**src/rtl/csr_pkg.sv**
```systemverilog
// csr_pkg: constants and types shared by csr_exec, csr_exec_decode and the
// CSR file.
//   OPC_SYSTEM     SYSTEM major opcode
//   F3_*           funct3 encodings of the six Zicsr instructions
//   CSR_*          machine-mode CSR addresses shared with the CSR file
//   csr_state_e    csr_exec sequencing states
//   f_is_rw        funct3 selects CSRRW/CSRRWI
//   f_skip_write   funct3/src select a set/clear form with a zero source
package csr_pkg;

    localparam logic [6:0] OPC_SYSTEM = 7'b1110011;

    localparam logic [2:0] F3_CSRRW  = 3'b001;
    localparam logic [2:0] F3_CSRRS  = 3'b010;
    localparam logic [2:0] F3_CSRRC  = 3'b011;
    localparam logic [2:0] F3_CSRRWI = 3'b101;
    localparam logic [2:0] F3_CSRRSI = 3'b110;
    localparam logic [2:0] F3_CSRRCI = 3'b111;

    localparam logic [11:0] CSR_MSTATUS  = 12'h300;
    localparam logic [11:0] CSR_MTVEC    = 12'h305;
    localparam logic [11:0] CSR_MSCRATCH = 12'h340;
    localparam logic [11:0] CSR_MEPC     = 12'h341;
    localparam logic [11:0] CSR_MCAUSE   = 12'h342;
    localparam logic [11:0] CSR_CYCLE    = 12'hC00;

    typedef enum logic [2:0] {
        ST_IDLE,
        ST_READ,
        ST_CAPTURE,
        ST_WRITE,
        ST_WB
    } csr_state_e;

    // CSRRW and CSRRWI share funct3[1:0] == 2'b01
    function automatic logic f_is_rw(input logic [2:0] funct3);
        return funct3[1:0] == 2'b01;
    endfunction

    // Set/clear with a zero source (x0 or zimm 0) leaves the CSR untouched
    function automatic logic f_skip_write(input logic [2:0] funct3, input logic [4:0] src);
        return !f_is_rw(funct3) && (src == 5'd0);
    endfunction

endpackage

```
**src/rtl/csr_exec_decode.sv**
```systemverilog
// csr_exec_decode: combinational classification of a CSR instruction.
//   i_opcode     instr[6:0]
//   i_funct3     instr[14:12]
//   i_rd         instr[11:7]
//   i_src        instr[19:15] (rs1 index or zimm)
//   i_addr_hi    instr[31:30]
//   o_legal      SYSTEM opcode with a Zicsr funct3
//   o_skip_read  CSRRW/CSRRWI with rd = x0: no CSR read
//   o_ro_write   instruction would write a read-only (addr[11:10]==2'b11) CSR
module csr_exec_decode
    import csr_pkg::*;
(
    input  logic [6:0] i_opcode,
    input  logic [2:0] i_funct3,
    input  logic [4:0] i_rd,
    input  logic [4:0] i_src,
    input  logic [1:0] i_addr_hi,
    output logic       o_legal,
    output logic       o_skip_read,
    output logic       o_ro_write
);

    logic w_skip_write;

    assign w_skip_write = f_skip_write(i_funct3, i_src);

    // funct3 values 000 and 100 are the only non-Zicsr encodings
    assign o_legal      = (i_opcode == OPC_SYSTEM) && (i_funct3[1:0] != 2'b00);
    assign o_skip_read  = f_is_rw(i_funct3) && (i_rd == 5'd0);
    assign o_ro_write   = (i_addr_hi == 2'b11) && !w_skip_write;

endmodule

```
**src/rtl/csr_exec.sv**
```systemverilog
// csr_exec: sequences one Zicsr instruction against an external CSR file.
// Optional feature: define CSR_EXEC_RO_CHECK_EN to flag writes to read-only
// CSRs (addr[11:10]==2'b11) as illegal instructions.
//   clk, rst       clock, synchronous active-high reset
//   i_valid        instruction offered; accepted when o_ready is high
//   o_ready        idle and able to accept
//   i_instr        instruction word
//   i_rs1_data     rs1 register value
//   csr_addr       CSR address (0 while idle)
//   funct3         {1'b0, instr[14:12]} (0 while idle)
//   o_csr_data     write operand: rs1 data or zero-extended zimm (0 while idle)
//   csr_re/csr_we  CSR file read / write strobes
//   i_csr_rdata    CSR read data, valid the cycle after csr_re
//   o_rd_we        register-file write pulse
//   o_rd_addr      destination register
//   o_rd_data      old CSR value
//   o_illegal      illegal-instruction pulse
module csr_exec
    import csr_pkg::*;
#(
    parameter int unsigned XLEN = 32
) (
    input  logic            clk,
    input  logic            rst,
    input  logic            i_valid,
    output logic            o_ready,
    input  logic [31:0]     i_instr,
    input  logic [XLEN-1:0] i_rs1_data,
    output logic [11:0]     csr_addr,
    output logic [3:0]      funct3,
    output logic [XLEN-1:0] o_csr_data,
    output logic            csr_re,
    output logic            csr_we,
    input  logic [XLEN-1:0] i_csr_rdata,
    output logic            o_rd_we,
    output logic [4:0]      o_rd_addr,
    output logic [XLEN-1:0] o_rd_data,
    output logic            o_illegal
);

`ifdef CSR_EXEC_RO_CHECK_EN
    localparam bit RO_CHECK = 1'b1;
`else
    localparam bit RO_CHECK = 1'b0;
`endif

    csr_state_e      r_state;
    csr_state_e      w_state_nxt;
    logic [11:0]     r_addr;
    logic [2:0]      r_funct3;
    logic [4:0]      r_rd;
    logic [4:0]      r_src;
    logic [XLEN-1:0] r_operand;
    logic [XLEN-1:0] r_old;
    logic            r_illegal;

    logic w_legal;
    logic w_skip_read;
    logic w_ro_write;
    logic w_illegal;
    logic w_accept;
    logic w_busy;

    csr_exec_decode u_decode (
        .i_opcode    (i_instr[6:0]),
        .i_funct3    (i_instr[14:12]),
        .i_rd        (i_instr[11:7]),
        .i_src       (i_instr[19:15]),
        .i_addr_hi   (i_instr[31:30]),
        .o_legal     (w_legal),
        .o_skip_read (w_skip_read),
        .o_ro_write  (w_ro_write)
    );

    assign w_illegal = !w_legal || (RO_CHECK && w_ro_write);
    assign o_ready   = (r_state == ST_IDLE) && !rst;
    assign w_accept  = i_valid && o_ready;

    always_ff @(posedge clk) begin
        if (rst) begin
            r_state <= ST_IDLE;
        end else begin
            r_state <= w_state_nxt;
        end
    end

    always_comb begin
        w_state_nxt = r_state;
        case (r_state)
            ST_IDLE: begin
                if (w_accept && !w_illegal) begin
                    w_state_nxt = w_skip_read ? ST_WRITE : ST_READ;
                end
            end
            ST_READ:    w_state_nxt = ST_CAPTURE;
            ST_CAPTURE: w_state_nxt = f_skip_write(r_funct3, r_src) ? ST_WB : ST_WRITE;
            ST_WRITE:   w_state_nxt = ST_WB;
            ST_WB:      w_state_nxt = ST_IDLE;
            default:    w_state_nxt = ST_IDLE;
        endcase
    end

    // Fields are latched on every accept; r_old restarts at 0 so a skipped
    // read writes back 0.
    always_ff @(posedge clk) begin
        if (rst) begin
            r_addr    <= '0;
            r_funct3  <= '0;
            r_rd      <= '0;
            r_src     <= '0;
            r_operand <= '0;
            r_old     <= '0;
            r_illegal <= 1'b0;
        end else begin
            r_illegal <= w_accept && w_illegal;
            if (w_accept) begin
                r_addr    <= i_instr[31:20];
                r_funct3  <= i_instr[14:12];
                r_rd      <= i_instr[11:7];
                r_src     <= i_instr[19:15];
                r_operand <= i_instr[14] ? {{(XLEN-5){1'b0}}, i_instr[19:15]} : i_rs1_data;
                r_old     <= '0;
            end else if (r_state == ST_CAPTURE) begin
                r_old <= i_csr_rdata;
            end
        end
    end

    // Every output is gated by rst so the reset cycle is quiet even when
    // the state register still holds an in-flight state.
    assign w_busy     = !rst && (r_state != ST_IDLE);
    assign csr_re     = !rst && (r_state == ST_READ);
    assign csr_we     = !rst && (r_state == ST_WRITE);
    assign o_rd_we    = !rst && (r_state == ST_WB) && (r_rd != 5'd0);
    assign o_illegal  = !rst && r_illegal;
    assign csr_addr   = w_busy ? r_addr : '0;
    assign funct3     = w_busy ? {1'b0, r_funct3} : '0;
    assign o_csr_data = w_busy ? r_operand : '0;
    assign o_rd_addr  = o_rd_we ? r_rd : '0;
    assign o_rd_data  = o_rd_we ? r_old : '0;

endmodule

```
**config.mk**
```make
export PLATFORM = sky130hd
export DESIGN_NAME = csr_exec
export DESIGN_NICKNAME = d
export VERILOG_FILES = /design/src/rtl/csr_pkg.sv /design/src/rtl/csr_exec_decode.sv /design/src/rtl/csr_exec.sv
export SDC_FILE = /design/constraint.sdc
export NUM_CORES = 1
export LEC_CHECK = 0
export CORE_MARGIN = 2
export CORE_UTILIZATION = 44
export DETAILED_ROUTE_END_ITERATION = 7
export PLACE_DENSITY_LB_ADDON = 0.3
export SLEW_MARGIN = 25
export SYNTH_ARGS = -nofsm -noshare
export SYNTH_HDL_FRONTEND = slang
export SYNTH_SLANG_ARGS = --single-unit
```
**constraint.sdc**
```tcl
create_clock -name clk -period 3.3 [get_ports clk]
set_input_delay 0.66 -clock clk [delete_from_list [all_inputs] [get_ports clk]]
set_output_delay 0.66 -clock clk [all_outputs]
set_load 0.1 [all_outputs]
```
Yosys cells after proc, flatten, opt, wreduce, memory -nomap -nowiden:

Index checks and enable logic that the tools add are counted.

* equality and inequality tests: 8
* mux-type cells: 10
* reductions and logical operators: 23

Operators with widths (number)
* $mux W32: 3
* $logic_and A1 B1 Y1: 13
* $mux W12: 1
* $pmux W3 S4: 1
* $logic_not A5 Y1: 2
* $mux W3: 3
* $eq A7 B7 Y1 const B: 1
* $eq A3 B2 Y1 const B: 2
* $mux W5: 1
* $reduce_bool A5 Y1: 1
* $eq A2 B1 Y1 const B: 2
* $eq A3 B1 Y1 const B: 1
* $eq A3 B3 Y1 const B: 1
* $logic_not A1 Y1: 3
* $logic_not A3 Y1: 1
* $reduce_bool A3 Y1: 1
* $mux W2: 1
* $ne A2 B1 Y1 const B: 1
* $reduce_bool A2 Y1: 1
* $reduce_or A2 Y1: 1

* flip-flop bits (word level): 93
* output and inout bits: 90
* logic and storage cells: 49

Longest topological paths before layout:

Gate-level depths: netlist of run 1.

* word-level depth: 6
* depth in mapped cells: 7
* mapped depth without buffers: 4

Cells and area by module:

A second synthesis of run 1 with hierarchy kept.

* cells, all modules: 476
* area total of the unflattened synthesis: 4016.4 sq um

Modules (own cells, without submodules)
* csr_exec: instances 1, cells each 466, area an instance 3955.0 sq um, seq. area each 1861.8 sq um
* csr_exec_decode: instances 1, cells each 10, area an instance 61.3 sq um, seq. area each 0.0 sq um

Worst setup path after synthesis of run 1:

OpenSTA, ideal clock, no wires.

* path type: input port to output port
* start point: input rst
* end point: output csr_re
* data arrival time: 4.140 ns
* required time: 2.640 ns
* slack: -1.500 ns
* stages: 3
* buffers on the path: 2
* cell sequence: buf_2 > clkbuf_1 > nor4b_1

* longest elaborated chain between the ends: 2

RTL lines
* from (decl): RTL line csr_exec.sv:24 `input logic rst,`
* $logic_not A1 Y1: RTL line csr_exec.sv:132 `assign csr_re = !rst && (r_state == ST_READ);`
* $logic_and A1 B1 Y1: RTL line csr_exec.sv:132
* to (decl): RTL line csr_exec.sv:32 `output logic csr_re,`

No other way between the ends.

Worst setup path after layout of run 1:

* start point: input rst
* end point: output o_rd_data[2]

* longest elaborated chain between the ends: 4

RTL lines
* $logic_not A1 Y1: RTL line csr_exec.sv:134 `assign o_rd_we = !rst && (r_state == ST_WB) && (r_rd != 5'd0);`
* $logic_and A1 B1 Y1 (2 in series): RTL line csr_exec.sv:134
* $mux W32: RTL line csr_exec.sv:140 `assign o_rd_data = o_rd_we ? r_old : '0;`
* to (decl): RTL line csr_exec.sv:37 `output logic [XLEN-1:0] o_rd_data,`

No other way between the ends.

==> impl_metrics.json, run 1 <==
{
  "yosys.area_share.simple_pct": 27.5,
  "drc": 0,
  "cp-start-kind": "input port",
  "r2r-start": "r_state[2]$_SDFFE_PP0P_",
  "path_clk_slew_ns": 0.09,
  "crit_type": "in -> out",
  "worstPathRequired_ns": 2.64,
  "track_usage_pct": 24.5,
  "start_util_pct": 45.8,
  "clock_path_buffers": 2,
  "clock_latency_ns": 0.35,
  "cp_slowest_cell": "clkdlybuf4s50_1",
  "met1_usage_pct": 28.5,
  "place_ws_ns": 0.311,
  "fmax_mhz": 331,
  "synthXorXnorAreaFrac_pct": 0,
  "crit_fanout": 33,
  "synth_seq_cells": 93,
  "hold_buffers": 0,
  "cts_buffers": 9,
  "antenna_found_initial": 0,
  "synth_adder_area_share_pct": 0,
  "reg2reg_depth": 4,
  "rsz0062_at_grt": "no",
  "busiest_layer": "met2",
  "vias_per_cell": 5.23,
  "fillCellCount": 556,
  "drt_iter0_drc": 105,
  "finalNetCount": 720,
  "worstMarginPinSlew_ns": 0.770,
  "max_stage_delay_ns": 0.42,
  "routed_wire_length_per_instance_um": 16.5,
  "totalWireLength_um": 12100,
  "die-area_sq_um": 9900,
  "yosysSeqAreaShare_pct": 46.4,
  "die_width_um": 99.5,
  "clock-sinks": 93,
  "fin_crit_sh_pct": 91.5,
  "place_inst": 718,
  "synthDistinctLibCells": 40,
  "p_int_mw": 1.84,
  "post_cts_resized": 0,
  "swShare_pct": 22.4,
  "synth_compound_area_share_pct": 18.0,
  "cp-end-kind": "primary output",
  "fin_skew_ns": 0.0112,
  "dp_hpwl_um": 9070,
  "p_per_area_nw_per_um2": 334,
  "synth_nets": 548,
  "finalHoldViolCount": 0,
  "diodes": 0,
  "synth_top_family_by_area": "simple AND/OR/NAND/NOR gates",
  "p_switching_mw": 0.530,
  "p_leak_nw": 2.82,
  "path_buf_inv": 3,
  "grt_use_met2_pct": 42.9,
  "syn_area_sq_um": 4010,
  "p_seq_share_pct": 49.8,
  "pwr-share-comb_pct": 11.1,
  "crit_start": "rst",
  "crit_chain": "clkdlybuf4s50_1, nor4b_1, o21a_1, buf_4, and2_1, buf_12",
  "muxShareOfSynthArea_pct": 2.49,
  "status": "complete, no violations",
  "period_needed_ns": 3.02,
  "core-area_sq_um": 8760,
  "path_depth": 6,
  "final_antenna_net_count": 0,
  "portBuffers": 187,
  "rrSetupSlack_ns": 1.19,
  "drive_above_1_share_pct": 28.0,
  "die_h_um": 99.5,
  "cts_tree": "done",
  "grt_max_degree": 34,
  "syn2layout_area_growth_pct": 76.5,
  "vdd_ir_drop_max_uv": 294,
  "cts-root-buf": "clkbuf_8",
  "relSlewSlack_pct": 48.6,
  "placed_area_sq_um": 6840,
  "grt_pass1_vias": 3895,
  "grt_pass1_wl_um": 19300,
  "cts_setup_buffers": 0,
  "fin_cells": 734,
  "gp_congestion": 0.773,
  "h-tree-depth": 3,
  "hold_depth": 2,
  "critPathTopFamily": "buffers and inverters",
  "yosysWarnings": 0,
  "row_count": 34,
  "use_met3_pct": 7.94,
  "max-cap-violations": 0,
  "ios": 189,
  "rr_endpoint": "r_addr[1]$_SDFFE_PP0P_",
  "power_frac_clock_pct": 39.2,
  "synth.avg_cell_area_sq_um": 8.94,
  "endpoint": "o_rd_data[2]",
  "fin_ws_ns": 0.279,
  "arrival_ns": 2.36,
  "slew_viol_final": 0,
  "grt_overflow": 0,
  "syn_inst": 449,
  "vias": 3836,
  "finalSetupViolCount": 0,
  "fin_area_sq_um": 7090,
  "min-delay-path-class": "reg -> reg",
  "first_pass_iters": 4
}
flip-flops by register name (all words and copies together), names as in the netlist:
signal,cells
r_addr,12
r_funct3,3
r_old,32
r_rd,5
r_operand,32
r_illegal,1
r_src,5
r_state,3
per-stage QoR:
stage / util (%) / total power, mW / setup TNS [ns] / hold WS (ns)
after global placement: 77.9 / 1.45 / 0 / 0.439
after detailed placement: 78.0 / 1.46 / 0 / 0.442
after floorplan: - / 1.31 / -0.121 / 0.432
after global routing: 80.9 / 2.45 / 0 / 0.474
after CTS: 80.9 / 2.38 / 0 / 0.454
final: 80.9 / 2.37 / 0 / 0.453
how the worst min path moves through the flow:
stage | start | end | slack (ns)
after floorplan | r_old[22]$_SDFFE_PP0N_ | r_old[22]$_SDFFE_PP0N_ | 0.43
after global placement | r_old[29]$_SDFFE_PP0N_ | r_old[29]$_SDFFE_PP0N_ | 0.44
after detailed placement | r_old[21]$_SDFFE_PP0N_ | r_old[21]$_SDFFE_PP0N_ | 0.44
after CTS | r_old[21]$_SDFFE_PP0N_ | r_old[21]$_SDFFE_PP0N_ | 0.45
after global routing | r_old[26]$_SDFFE_PP0N_ | r_old[26]$_SDFFE_PP0N_ | 0.47
final | r_old[25]$_SDFFE_PP0N_ | r_old[25]$_SDFFE_PP0N_ | 0.45
layer usage:
| metal | wire (um) | up-vias |
|---|---|---|
| li1 | - | 1877 |
| met1 | 4720 | 1796 |
| met2 | 6140 | 146 |
| met3 | 1040 | 17 |
| met4 | 212 | 0 |
| met5 | 0 | - |
cell families after synthesis:
logic type,count (synthesis)
other cells,1
buf+inv,42
mux,10
simple gates,203
flops,93
compound gates,100
placed cells by master (no fill, tap or decap), types with 3 or more instances in the layout:
master            n
buf_12           89
dfxtp_1          93
and3_1           19
and2_2            9
a21oi_1          38
o21ai_0           6
clkdlybuf4s50_1  98
mux2i_1          10
and2_1           70
bufinv_16         3
buf_4            12
nand2_1          69
a31o_2           19
a22o_1            8
nand3_1           6
clkbuf_8         10
a22o_2           19
nor2_1           10
nor3_1            3
inv_1             3
worst min-delay path, cell delays in order (launching register included):
cell	delay [ns]
dfxtp_1	0.31
nand2_1	0.05
a21oi_1	0.05
cells in the mapped netlist:
cell type,instances,area (sq um)
inv_2,1,3.75
nand3_1,6,30.0
o21ai_1,1,5.00
a22o_1,8,70.1
a21oi_2,1,8.76
and3_1,19,119
nor4b_1,3,26.3
or4bb_1,1,11.3
o211a_1,1,10.0
o31a_1,1,8.76
buf_6,6,67.6
o31ai_1,1,7.51
nand4_1,1,6.26
a22o_2,19,190
nor2_1,11,41.3
nor2b_1,2,12.5
or4_4,1,11.3
a31o_2,19,166
mux2i_1,10,100
a31oi_1,2,12.5
nand2_2,1,6.26
clkbuf_1,20,75.1
a2111oi_0,2,17.5
buf_2,9,45.0
conb_1,1,3.75
dfxtp_1,93,1860
nand2_1,69,259
and2_1,79,494
o21ai_0,6,30.0
nor3_1,3,15.0
buf_4,2,15.0
o21a_1,1,7.51
or4_1,2,15.0
nor3b_1,2,15.0
buf_1,1,3.75
inv_1,3,11.3
nor4bb_1,1,10.0
or3b_2,1,8.76
a21oi_1,38,190
nor4_4,1,21.3
area by class of cell:
class                      instances  area [sq um]  share of cell area (%)
timing repair buffer             199          2850                    40.3
multi-input combinational        314          1970                    27.8
sequential                        93          1860                    26.3
clock buffer                      10           138                    1.94
tap                              108           135                    1.91
clock inverter                     6           110                    1.55
inverter                           4          15.0                   0.212
power groups by stage:
stage	clock (mW)	combinational [mW]	sequential, mW
after CTS	0.936	0.262	1.18
after global routing	0.985	0.280	1.18
final	0.927	0.262	1.18
after floorplan	0	0.117	1.20
after detailed placement	0	0.261	1.20
after global placement	0	0.251	1.20
Power figures use the tool's default switching activity.
==> inputs of run 2 (changes only) <==
--- a/config.mk
+++ b/config.mk
@@ -6,7 +6,7 @@
 export NUM_CORES = 1
 export LEC_CHECK = 0
 export CORE_MARGIN = 2
-export CORE_UTILIZATION = 44
+export CORE_UTILIZATION = 41
 export DETAILED_ROUTE_END_ITERATION = 7
 export PLACE_DENSITY_LB_ADDON = 0.3
 export SLEW_MARGIN = 25
==> constraint.sdc (replaced) <==
create_clock -name clk -period 3.2 [get_ports clk]
set_input_delay 0.64 -clock clk [delete_from_list [all_inputs] [get_ports clk]]
set_output_delay 0.64 -clock clk [all_outputs]
set_load 0.1 [all_outputs]
==> impl_metrics.json, run 2 (synthesis results as in run 1) <==
{
  "p_leak_nw": 2.80,
  "finalSetupViolCount": 0,
  "period_needed_ns": 2.89,
  "cp-start-kind": "input port",
  "core-area_sq_um": 9640,
  "syn2layout_area_growth_pct": 77.6,
  "vias_per_cell": 5.02,
  "row_count": 36,
  "final_common_cell": "clkdlybuf4s50_1",
  "finalHoldViolCount": 0,
  "status": "complete, no violations",
  "antenna_found_initial": 0,
  "max-cap-violations": 0,
  "relSlewSlack_pct": 51.0,
  "die_width_um": 103,
  "min-delay-path-class": "reg -> reg",
  "diodes": 0,
  "start_util_pct": 41.6,
  "drt_iter0_drc": 102,
  "totalWireLength_um": 11700,
  "cts_tree": "done",
  "drive_above_1_share_pct": 28.4,
  "crit_type": "in -> out",
  "place_inst": 743,
  "final_util_pct": 74.0,
  "final_cell_mix": "98 x clkdlybuf4s50_1, 93 x dfxtp_1, 90 x buf_12, 70 x and2_1, 69 x nand2_1",
  "worstPathRequired_ns": 2.56,
  "p_seq_share_pct": 51.8,
  "die_h_um": 103,
  "finalNetCount": 720,
  "drc": 0,
  "grt_overflow": 0,
  "dp_hpwl_um": 8790,
  "vias": 3809,
  "fmax_mhz": 346,
  "cts-root-buf": "clkbuf_8",
  "seq_area_sq_um": 1860,
  "placed_area_sq_um": 6910,
  "portBuffers": 187,
  "fin_cells": 759,
  "first_pass_iters": 4,
  "swShare_pct": 23.3,
  "p_per_area_nw_per_um2": 329,
  "h-tree-depth": 3,
  "clock_path_buffers": 2,
  "fin_crit_sh_pct": 90.3,
  "grt_max_degree": 34,
  "vdd_ir_drop_max_uv": 222,
  "rsz0062_at_grt": "no",
  "multi_input_area_sq_um": 2010,
  "max_stage_delay_ns": 0.44,
  "cpMostUsedCell": "buf_12",
  "slew_viol_final": 0,
  "clock_latency_ns": 0.35,
  "post_cts_resized": 0,
  "path_clk_slew_ns": 0.08,
  "worstMarginPinSlew_ns": 0.733,
  "setup_tns_ns": 0,
  "fin_area_sq_um": 7130,
  "hold_buffers": 0,
  "cp_slowest_cell": "clkdlybuf4s50_1",
  "grt_pass1_wl_um": 18600,
  "pwr-share-comb_pct": 11.4,
  "cp-end-kind": "primary output",
  "cts_setup_buffers": 0,
  "gp_congestion": 0.787,
  "track_usage_pct": 22.3,
  "die-area_sq_um": 10600,
  "power_frac_clock_pct": 36.8,
  "ios": 189,
  "grt_pass1_vias": 3920,
  "p_switching_mw": 0.545,
  "final_antenna_net_count": 0,
  "fillCellCount": 713,
  "routed_wire_length_per_instance_um": 15.4,
  "report.power.total_mw": 2.34,
  "crit_fanout": 33,
  "crit_chain": "clkdlybuf4s50_1, nor4b_1, buf_4, o21a_1, buf_12, and2_1, buf_12",
  "cts_buffers": 9,
  "largest_registers": "r_old: 32 flops, r_operand: 32 flops, r_addr: 12 flops",
  "clock-sinks": 93,
  "fin_skew_ns": 0.00945,
  "p_int_mw": 1.80,
  "arrival_ns": 2.25
}
-- run 2: power by group through the flow --
stage          logic [mW]  clock network [mW]  registers [mW]
3_5_place_dp        0.268                   0            1.24
3_3_place_gp        0.259                   0            1.24
2_1_floorplan       0.121                   0            1.23
4_1_cts             0.269               0.880            1.21
5_1_grt             0.289               0.920            1.22
6_report            0.268               0.863            1.21
-- run 2: per-stage QoR --
step / hold slack [ns] / setup slack, ns
finish: 0.453 / 0.310
global route: 0.477 / 0.168
global placement: 0.439 / 0.302
CTS: 0.454 / 0.286
floorplan: 0.432 / -0.0329
detailed placement: 0.442 / 0.297
-- run 2: per-layer routing --
| layer | GRT usage, % | share of wire (%) | routed length [um] |
|---|---|---|---|
| met3 | 6.37 | 7.2 | 848 |
| met2 | 38.4 | 51 | 5960 |
| met5 | 0 | 0 | 0 |
| met1 | 27.1 | 41 | 4760 |
| met4 | 6.78 | 1.3 | 148 |
-- run 2: worst max-delay path: cells and delay by family --
kind                   cells  cell delay [ns]
AND/OR/NAND/NOR            2             0.46
buffers and inverters      4             0.98
AO/OA/AOI/OAI              1             0.17
-- run 2: cell type report --
cell class	count	share of cell area (%)
clock buffers	11	1.84
clock inverters	5	1.18
inverters	4	0.211
multi-input cells	314	28.1
flip-flops and latches	93	26.1
well taps	133	2.33
repair buffers	199	40.2
-- run 2: final timing paths --
| path | start | cells after the start | end | slack (ns) |
|---|---|---|---|---|
| hold / removal | r_old[4]$_SDFFE_PP0N_ | 2 | r_old[4]$_SDFFE_PP0N_ | 0.45 |
| setup reg to reg | r_state[2]$_SDFFE_PP0P_ | 4 | r_rd[2]$_SDFFE_PP0P_ | 0.84 |
| setup / recovery | rst | 7 | o_rd_data[10] | 0.31 |
| hold reg to reg | r_old[4]$_SDFFE_PP0N_ | 2 | r_old[4]$_SDFFE_PP0N_ | 0.45 |
==> inputs of run 3 (changes only) <==
--- a/config.mk
+++ b/config.mk
@@ -5,6 +5,8 @@
 export SDC_FILE = /design/constraint.sdc
 export NUM_CORES = 1
 export LEC_CHECK = 0
+export ABC_AREA = 1
+export CAP_MARGIN = 5
 export CORE_MARGIN = 2
 export CORE_UTILIZATION = 41
 export DETAILED_ROUTE_END_ITERATION = 7
==> impl_metrics.json, run 3 <==
{
  "syn_area_sq_um": 3980,
  "synth_common_cells": "102 x nor2_1, 95 x inv_1, 93 x dfxtp_1",
  "seq_area_sq_um": 1860,
  "die-area_sq_um": 10500,
  "period_needed_ns": 2.90,
  "rsz0062_at_grt": "no",
  "yosysTopAreaCell": "dfxtp_1",
  "gp_congestion": 0.793,
  "post_cts_resized": 0,
  "arrival_ns": 2.26,
  "worstMarginPinSlew_ns": 0.606,
  "synth.avg_cell_area_sq_um": 6.95,
  "syn_inst": 573,
  "cts-root-buf": "clkbuf_8",
  "hold_buffers": 0,
  "pwr-share-comb_pct": 12.3,
  "portBuffers": 187,
  "setup_tns_ns": 0,
  "final_cell_mix": "102 x nor2_1, 98 x clkdlybuf4s50_1, 95 x inv_1, 93 x dfxtp_1, 91 x buf_12",
  "die_h_um": 103,
  "crit_chain": "clkdlybuf4s50_1, nor3_2, nand2_2, nor2_1, buf_12",
  "vias_per_cell": 4.78,
  "swShare_pct": 23.8,
  "clock_path_buffers": 2,
  "power_frac_clock_pct": 33.4,
  "p_switching_mw": 0.532,
  "drive_above_1_share_pct": 16.0,
  "vdd_ir_drop_max_uv": 233,
  "totalWireLength_um": 12100,
  "grt_use_met2_pct": 40.9,
  "track_usage_pct": 23.3,
  "grt_max_degree": 79,
  "cp_slowest_cell": "clkdlybuf4s50_1",
  "grt_pass1_vias": 4267,
  "max-cap-violations": 0,
  "finalSetupViolCount": 0,
  "antenna_found_initial": 0,
  "final_antenna_net_count": 0,
  "finalHoldViolCount": 0,
  "clock-sinks": 93,
  "fin_cells": 878,
  "met1_usage_pct": 27.2,
  "drc": 0,
  "grt_overflow": 0,
  "vias": 4201,
  "dp_hpwl_um": 9050,
  "core-area_sq_um": 9330,
  "syn2layout_area_growth_pct": 75.4,
  "h-tree-depth": 3,
  "clock_latency_ns": 0.34,
  "fmax_mhz": 345,
  "routed_wire_length_per_instance_um": 13.7,
  "final_common_cell": "nor2_1",
  "rrSetupSlack_ns": 1.47,
  "cts_setup_buffers": 0,
  "status": "complete, no violations",
  "multi_input_area_sq_um": 1570,
  "fillCellCount": 659,
  "synth_top_area_share_pct": 46.8,
  "drt_iter0_drc": 119,
  "p_leak_nw": 2.53,
  "fin_skew_ns": 0.00844,
  "row_count": 35,
  "netlist_top_cells_area": "dfxtp_1 47%, nor2_1 9.6%, inv_1 9.0%, nand2_1 8.2%, nand3_1 6.0%",
  "relSlewSlack_pct": 59.4,
  "p_seq_share_pct": 54.3,
  "slew_viol_final": 0,
  "path_clk_slew_ns": 0.08,
  "synth-edff-count": 0,
  "cp-start-kind": "input port",
  "p_per_area_nw_per_um2": 321,
  "die_width_um": 103,
  "async_flop_share_pct": 0,
  "synth_nets": 672,
  "grt_pass1_wl_um": 19600,
  "busiest_layer": "met2",
  "ys.flop_type": "dfxtp_1",
  "crit_fanout": 35,
  "p_int_mw": 1.71,
  "place_inst": 863,
  "finalNetCount": 844,
  "ios": 189,
  "synthDistinctLibCells": 27,
  "yosysSeqAreaShare_pct": 46.8,
  "min-delay-path-class": "reg -> reg",
  "cts_buffers": 9,
  "start_util_pct": 42.7,
  "synth_seq_cells": 93,
  "crit_type": "in -> out",
  "yosysWarnings": 0,
  "largest_registers": "r_old: 32 flops, r_operand: 32 flops, r_addr: 12 flops",
  "diodes": 0,
  "cp-end-kind": "primary output",
  "first_pass_iters": 4,
  "cts_tree": "done",
  "max_stage_delay_ns": 0.45,
  "fin_crit_sh_pct": 90.7,
  "use_met3_pct": 7.39,
  "synth_most_common_cell": "nor2_1",
  "worstPathRequired_ns": 2.56
}
[run 3: changes by cell type in the layout (fill, tap and decap cells not counted), moves of 10 or more]
cell	previous run	this run
and3_1	19	0
nand3_1	6	48
inv_1	3	95
o21ai_0	6	40
nand2_1	69	86
a31o_2	19	0
mux2i_1	10	0
a22o_2	19	0
and2_1	70	0
nor2_1	5	102
[run 3: final timing paths]
path / from / end / cells after the start
max reg2reg: r_state[0]$_SDFFE_PP0P_ / r_state[0]$_SDFFE_PP0P_ / 6
min: r_old[9]$_SDFFE_PP0N_ / r_old[9]$_SDFFE_PP0N_ / 2
max: rst / o_rd_addr[0] / 5
min reg2reg: r_old[9]$_SDFFE_PP0N_ / r_old[9]$_SDFFE_PP0N_ / 2
[run 3: routing by layer]
metal	routed length, um	up-vias
met5	0	-
met1	4780	1926
met3	1020	13
met4	161	0
li1	-	2110
met2	6110	152
[run 3: area by class of cell]
cell class	instances	share of cell area, %
Clock inverter	4	0.717
Clock buffer	11	1.88
Tap cell	129	2.31
Sequential cell	93	26.7
Inverter	99	5.32
Timing Repair Buffer	193	40.6
Multi-Input combinational cell	349	22.5
[run 3: power groups by stage]
stage / Combinational [mW] / Clock, mW / Sequential [mW]
3_5_place_dp: 0.276 / 0 / 1.24
6_report: 0.276 / 0.747 / 1.22
3_3_place_gp: 0.266 / 0 / 1.24
4_1_cts: 0.277 / 0.768 / 1.22
2_1_floorplan: 0.122 / 0 / 1.24
5_1_grt: 0.302 / 0.823 / 1.22
[run 3: kinds of logic after synthesis]
group / Yosys count / synth area share [%]
simple gates: 248 / 26.1
buf+inv: 131 / 13.9
compound gates: 100 / 13.1
flops: 93 / 46.8
other cells: 1 / 0.0942
[run 3: per-stage QoR]
| step | hold WS (ns) | worst slack, ns | power, mW | util (%) | instance area, sq um |
|---|---|---|---|---|---|
| 2_1_floorplan | 0.431 | 0.0288 | 1.36 | - | 3990 |
| 3_5_place_dp | 0.454 | 0.291 | 1.52 | 72.9 | 6800 |
| 3_3_place_gp | 0.440 | 0.406 | 1.51 | 72.9 | 6800 |
| 5_1_grt | 0.478 | 0.155 | 2.35 | 74.8 | 6980 |
| 6_report | 0.467 | 0.299 | 2.24 | 74.8 | 6980 |
| 4_1_cts | 0.467 | 0.286 | 2.26 | 74.8 | 6980 |
[run 3: worst max-delay path: cells and delay by family]
family	cells	cell delay, ns
simple gates	3	0.95
buf+inv	2	0.67
